### src/rtl/tt_ffs_rr_arb_if.sv
// Request/grant/output bundle between requesters, the find-first-set arbiter and
// the downstream consumer.
interface tt_ffs_rr_arb_if #(
    parameter int WIDTH      = 8,
    parameter int DATA_WIDTH = 4,
    parameter int SIZE       = $clog2(WIDTH)
);
    logic [1:0]                        i_mode;
    logic                              i_flush;
    logic [WIDTH-1:0]                  i_req;
    logic [WIDTH-1:0][DATA_WIDTH-1:0]  i_data;
    logic [WIDTH-1:0]                  o_gnt;
    logic                              o_vld;
    logic                              i_rdy;
    logic [DATA_WIDTH-1:0]             o_data;
    logic [WIDTH-1:0]                  o_gnt_oh;
    logic [SIZE-1:0]                   o_enc;
    logic [SIZE-1:0]                   o_ptr;

    modport master (
        output i_mode, i_flush, i_req, i_data, i_rdy,
        input  o_gnt, o_vld, o_data, o_gnt_oh, o_enc, o_ptr
    );

    modport slave (
        input  i_mode, i_flush, i_req, i_data, i_rdy,
        output o_gnt, o_vld, o_data, o_gnt_oh, o_enc, o_ptr
    );
endinterface

### src/rtl/tt_ffs_rr_arb.sv
// Registered find-first-set arbiter: fixed L2H, fixed H2L or round-robin priority,
// with the winner's data, one-hot grant and index held in a valid/ready output stage.
module tt_ffs_rr_arb #(
    parameter int WIDTH      = 8,
    parameter int SIZE       = $clog2(WIDTH),
    parameter int DATA_WIDTH = 4
) (
    input  logic           i_clk,
    input  logic           i_reset_n,
    tt_ffs_rr_arb_if.slave bus
);

    function automatic logic [SIZE-1:0] ffs_lo(input logic [WIDTH-1:0] vec);
        logic [SIZE-1:0] idx;
        idx = '0;
        for (int i = WIDTH - 1; i >= 0; i--) begin
            if (vec[i]) idx = SIZE'(i);
        end
        return idx;
    endfunction

    function automatic logic [SIZE-1:0] ffs_hi(input logic [WIDTH-1:0] vec);
        logic [SIZE-1:0] idx;
        idx = '0;
        for (int i = 0; i < WIDTH; i++) begin
            if (vec[i]) idx = SIZE'(i);
        end
        return idx;
    endfunction

    // Rotating through a doubled copy keeps the wrap free of a variable-width mask.
    function automatic logic [WIDTH-1:0] rot_right(input logic [WIDTH-1:0] vec,
                                                   input logic [SIZE-1:0]  amt);
        logic [2*WIDTH-1:0] dbl;
        dbl = {vec, vec} >> amt;
        return dbl[WIDTH-1:0];
    endfunction

    logic                  vld_p1;
    logic [DATA_WIDTH-1:0] data_p1;
    logic [WIDTH-1:0]      gnt_oh_p1;
    logic [SIZE-1:0]       enc_p1;
    logic [SIZE-1:0]       ptr_p1;

    logic                  in_ready_p0;
    logic                  capture_p0;
    logic                  rr_mode_p0;
    logic [SIZE-1:0]       sel_p0;
    logic [WIDTH-1:0]      sel_oh_p0;

    // Stage p0: combinational selection and grant
    always_comb begin
        rr_mode_p0  = bus.i_mode[1];
        in_ready_p0 = !vld_p1 || bus.i_rdy;
        capture_p0  = i_reset_n && in_ready_p0 && (|bus.i_req) && !bus.i_flush;
        case (bus.i_mode)
            2'd0:    sel_p0 = ffs_lo(bus.i_req);
            2'd1:    sel_p0 = ffs_hi(bus.i_req);
            default: sel_p0 = ffs_lo(rot_right(bus.i_req, ptr_p1)) + ptr_p1;
        endcase
        sel_oh_p0 = WIDTH'(1) << sel_p0;
    end

    assign bus.o_gnt = capture_p0 ? sel_oh_p0 : '0;

    // Stage p1: output register and round-robin pointer
    always_ff @(posedge i_clk or negedge i_reset_n) begin
        if (!i_reset_n) begin
            vld_p1    <= 1'b0;
            data_p1   <= '0;
            gnt_oh_p1 <= '0;
            enc_p1    <= '0;
            ptr_p1    <= '0;
        end else if (bus.i_flush) begin
            vld_p1 <= 1'b0;
            ptr_p1 <= '0;
        end else if (capture_p0) begin
            vld_p1    <= 1'b1;
            data_p1   <= bus.i_data[sel_p0];
            gnt_oh_p1 <= sel_oh_p0;
            enc_p1    <= sel_p0;
            if (rr_mode_p0) ptr_p1 <= sel_p0 + SIZE'(1);
        end else if (vld_p1 && bus.i_rdy) begin
            vld_p1 <= 1'b0;
        end
    end

    assign bus.o_vld    = vld_p1;
    assign bus.o_data   = data_p1;
    assign bus.o_gnt_oh = gnt_oh_p1;
    assign bus.o_enc    = enc_p1;
    assign bus.o_ptr    = ptr_p1;

endmodule

### src/flat_wrapper.sv
// flat-port wrapper written by rule: the top's interface ports become plain ports
module tt_ffs_rr_arb_flat 
#(
    parameter int WIDTH      = 8,
    parameter int SIZE       = $clog2(WIDTH),
    parameter int DATA_WIDTH = 4
)
  (i_clk, i_reset_n, bus_i_mode, bus_i_flush, bus_i_req, bus_i_data, bus_i_rdy, bus_o_gnt, bus_o_vld, bus_o_data, bus_o_gnt_oh, bus_o_enc, bus_o_ptr);
  tt_ffs_rr_arb_if #(.WIDTH(WIDTH), .DATA_WIDTH(DATA_WIDTH), .SIZE(SIZE)) bus_i ();
  input  logic i_clk;
  input  logic i_reset_n;
  input wire logic [$bits(bus_i.i_mode)-1:0] bus_i_mode;
  input wire logic [$bits(bus_i.i_flush)-1:0] bus_i_flush;
  input wire logic [$bits(bus_i.i_req)-1:0] bus_i_req;
  input wire logic [$bits(bus_i.i_data)-1:0] bus_i_data;
  input wire logic [$bits(bus_i.i_rdy)-1:0] bus_i_rdy;
  output wire logic [$bits(bus_i.o_gnt)-1:0] bus_o_gnt;
  output wire logic [$bits(bus_i.o_vld)-1:0] bus_o_vld;
  output wire logic [$bits(bus_i.o_data)-1:0] bus_o_data;
  output wire logic [$bits(bus_i.o_gnt_oh)-1:0] bus_o_gnt_oh;
  output wire logic [$bits(bus_i.o_enc)-1:0] bus_o_enc;
  output wire logic [$bits(bus_i.o_ptr)-1:0] bus_o_ptr;
  assign bus_i.i_mode = bus_i_mode;
  assign bus_i.i_flush = bus_i_flush;
  assign bus_i.i_req = bus_i_req;
  assign bus_i.i_data = bus_i_data;
  assign bus_i.i_rdy = bus_i_rdy;
  assign bus_o_gnt = bus_i.o_gnt;
  assign bus_o_vld = bus_i.o_vld;
  assign bus_o_data = bus_i.o_data;
  assign bus_o_gnt_oh = bus_i.o_gnt_oh;
  assign bus_o_enc = bus_i.o_enc;
  assign bus_o_ptr = bus_i.o_ptr;
  tt_ffs_rr_arb #(.WIDTH(WIDTH), .SIZE(SIZE), .DATA_WIDTH(DATA_WIDTH)) u_core (.i_clk(i_clk), .i_reset_n(i_reset_n), .bus(bus_i));
endmodule
### config.mk
export PLATFORM = sky130hd
export DESIGN_NAME = tt_ffs_rr_arb_flat
export DESIGN_NICKNAME = d
export VERILOG_FILES = /design/src/rtl/tt_ffs_rr_arb_if.sv /design/src/rtl/tt_ffs_rr_arb.sv /design/src/flat_wrapper.sv
export SDC_FILE = /design/constraint.sdc
export NUM_CORES = 1
export LEC_CHECK = 0
export BUFFER_PORTS_ARGS = -buffer_cell sky130_fd_sc_hd__buf_2
export CORE_MARGIN = 2
export CORE_UTILIZATION = 48
export CTS_CLUSTER_DIAMETER = 200
export DETAILED_ROUTE_END_ITERATION = 10
export GPL_TIMING_DRIVEN = 1
export PLACE_DENSITY = 0.81
export RECOVER_POWER = 25
export SYNTH_ARGS = -nofsm -noshare
export SYNTH_HDL_FRONTEND = slang
export SYNTH_SLANG_ARGS = --single-unit
### constraint.sdc
create_clock -name i_clk -period 10.7 [get_ports i_clk]
set_input_delay 2.675 -clock i_clk [delete_from_list [all_inputs] [get_ports i_clk]]
set_output_delay 2.675 -clock i_clk [all_outputs]
set_load 0.05 [all_outputs]
==> impl_metrics.tcl <==
set metrics [dict create \
    cts-htree-levels 1 \
    syn_to_final_growth_pct 20.48 \
    yosys.cell_types.count 49 \
    fin_setup_tns_ns 0 \
    routedWlPerCell_um 14.44 \
    die_area_mm2 0.004329 \
    row_cnt 22 \
    power.share.combinational_pct 54.2 \
    num-nets-final 324 \
    r2r_setup_slack_ns 6.23 \
    synth.ff_latch_count 19 \
    number_of_top_level_design_ports 73 \
    setup.worst_path.class "primary input to output pin" \
    grt_start_max_net_pins 23 \
    met2_wirelength_mm 2.250 \
    fin_worst_hold_slack_ns 0.4753 \
    slew_violations 0 \
    postCtsSetupRepairBufs 0 \
    holdPathEnd "u_core.bus.o_gnt_oh[5]" \
    highest_ir_drop_seen_on_vdd_mv 0.1661 \
    finalWeightedCongestion 0.9038 \
    portion_of_the_post_synthesis_area_used_by_sequential_elements_pct 25.94 \
    wl_met3_um 295 \
    worstMarginPinSlew_ns 1.078 \
    final_hpwl_from_detailed_placement_mm 3.552 \
    worstHoldPathCells 1 \
    synth_edf_count 0 \
    p_sw_share_pct 47.08 \
    synth_common_cells "mux2i_1 (32), dfrtp_1 (19), nor2_1 (16)" \
    r2r_end "u_core.bus.o_ptr[2]" \
    fin_total_pwr_uw 323.7 \
    critPathLaunchType "primary input" \
    grt_first_pass_wirelength_mm 7.465 \
    drt-initial-drc-count 273 \
    worst_skew_pair_later_pin_latency_ns 0.26 \
    critical_path_buf_inv_count 4 \
    clock_power_share_pct 15.9 \
    async_reset_ff_share_pct 100.0 \
    crit_path_end_kind "output pin" \
    pre_cts_ws_ns 1.527 \
    power_switching_uw 152.4 \
    chipWidth_um 65.80 \
    finClkSkew_ns 0.0006938 \
    worstReg2RegStart "u_core.bus.o_ptr[0]" \
    yosysMostFrequentCell "mux2i_1" \
    critical_path_required_ns 8.03 \
    holdBufCountCts 0 \
    drtPass1Iterations 4 \
    vias_per_cell 5.695 \
    synth_top_flop_cell "dfrtp_1" \
    dr.max_layer_used "met4" \
    ctsResizeCount 0 \
    cts_buffers 3 \
    final-setup-viol-count 0 \
    cellInternalPower_uw 171.3 \
    timing.critical_path.slowest_stage_cell "a221o_1" \
    postSynthCellCount 210 \
    post_synth_instance_area_mm2 0.001833 \
    rsz_0062_raised_after_global_routing "false" \
    status "finished clean" \
    post-route-drc-count 0 \
    postRouteAntennaNets 0 \
    crit_path_cell_trace "buf_2 > nor2b_1 > a21oi_1 > mux2_2 > a211o_1 > a21oi_1 > nor2_1 > o32a_1 > ha_1 > inv_1 > fa_1 > a221o_1 > inv_1 > ha_1 > ha_1 > and2_1 > buf_2" \
    power.leakage_nw 1.177 \
    globalRoute.totalOverflow 0 \
    io_buffers 72 \
    ys_top_cells_by_area "dfrtp_1 (26%), mux2i_1 (17%), ha_1 (4.1%)" \
    critical-path-max-stage-delay_ns 0.61 \
    power_density_mw_per_mm2 146.6 \
    cts_tree "done" \
    route.layer.met1.wl_mm 2.023 \
    clk_transition_reported_paths_ns 0.07 \
    final.period_utilization_pct 86.16 \
    min_period_ns 9.219 \
    net_count_after_synthesis 263 \
    clock_tree.buffer_depth 2 \
    critical_path.max_fanout 12 \
    timing.hold.worst.start "u_core.bus.o_gnt_oh[5]" \
    classification_of_the_worst_slack_hold_path "register to register" \
    setup_slack_ns 1.481 \
    grt_use_total_pct 22.13 \
    post_route_cells_drive_above_1_share_pct 31.11 \
    synth_area_leader_cell "dfrtp_1" \
    final_hold_violation_count 0 \
    dr_total_vias 1811 \
    route.final.wire_length_mm 4.591 \
    yosys_warnings 0 \
    synth.top_cell.area_share_pct 25.94 \
    floorplan.core_area_mm2 0.003661 \
    first_global_vias 1631 \
    max_clock_freq_mhz 108.5 \
    start_util_pct 50.07 \
    initial_antenna_violation_count 0 \
    worst_r2r_path_depth 16 \
    worst_ep_arrival_time_ns 6.54 \
    maxCapViolations 0 \
    share_seq_of_total_power_pct 29.9 \
    timing.critical_path.mode_cell "ha_1" \
    antennaDiodeCount 0 \
    cts_root_buffer "clkbuf_8" \
    fp.dieH_um 65.80 \
    slew_headroom_pct 28.11 \
    syn_avg_cell_area_um2 8.729 \
    crit_family "compound AO/OA/AOI/OAI gates" \
    clock-sinks 19 \
]
-- stage by stage --
| step | instances | utilization (%) | instance area, um2 |
|---|---|---|---|
| CTS | 318 | 60.36 | 2210 |
| global route | 318 | 60.32 | 2208 |
| floorplan | 210 | - | 1833 |
| finish | 318 | 60.32 | 2208 |
| global placement | 314 | 59.09 | 2163 |
| detailed placement | 314 | 59.09 | 2163 |
-- layer usage --
| metal | global-route usage [%] | vias to the layer above |
|---|---|---|
| li1 | - | 895 |
| met5 | 0 | - |
| met1 | 29.22 | 847 |
| met2 | 37.75 | 67 |
| met4 | 3.646 | 0 |
| met3 | 4.600 | 2 |
-- cell usage in the layout, fill, tap and decap left out, types with 4 or more instances in the layout --
master	count
buf_2	71
mux2i_1	32
dfrtp_1	19
nor2_1	16
a21oi_1	14
nand2_1	13
nor2b_1	7
nor3_1	7
inv_1	6
o21ai_0	6
ha_1	6
nand2b_1	5
o21ai_1	5
and2_1	5
a211o_1	4
a21o_1	4
a22o_1	4
-- sequential cells by signal, indices dropped and copies added (netlist names) --
| register | count |
|---|---|
| u_core.bus.o_data | 4 |
| u_core.bus.o_vld | 1 |
| u_core.bus.o_ptr | 3 |
| u_core.bus.o_gnt_oh | 8 |
| u_core.bus.o_enc | 3 |
-- power groups by stage --
stage	Combinational (mW)	Clock, mW	Sequential [mW]
6_report	0.175	0.0513	0.0969
3_5_place_dp	0.175	0	0.0974
5_1_grt	0.190	0.0549	0.0989
3_3_place_gp	0.172	0	0.0979
4_1_cts	0.177	0.0505	0.0967
2_1_floorplan	0.0933	0	0.140
-- how the worst max path moves through the flow --
stage	start	to	slack, ns	depth (start not counted)
2_1_floorplan	bus_i_req[6]	bus_o_gnt[7]	1.75	17
3_3_place_gp	bus_i_req[6]	bus_o_gnt[7]	1.66	17
3_5_place_dp	bus_i_req[6]	bus_o_gnt[7]	1.53	17
4_1_cts	bus_i_req[6]	bus_o_gnt[7]	1.48	17
5_1_grt	bus_i_req[6]	bus_o_gnt[7]	1.23	15
6_report	bus_i_req[6]	bus_o_gnt[7]	1.48	17
-- area by class of cell --
type | count | area, um2
sequential | 19 | 475.5
multi-input combinational | 169 | 1245
tap | 48 | 60.06
clock inverter | 1 | 5.005
fill | 334 | 1453
inverter | 6 | 22.52
clock buffer | 3 | 41.29
timing repair buffer | 72 | 359.1
-- logic make-up after synthesis --
| family | count (synthesis) | synth area share [%] |
|---|---|---|
| AND/OR/NAND/NOR | 71 | 21.57 |
| adder cells (fa/ha/maj) | 7 | 5.188 |
| AO/OA/AOI/OAI | 54 | 20.75 |
| buffers and inverters | 22 | 6.143 |
| flip-flops | 19 | 25.94 |
| multiplexers | 36 | 19.93 |
| XOR/XNOR | 1 | 0.4779 |
No activity file was read; power rests on OpenSTA's default activity.
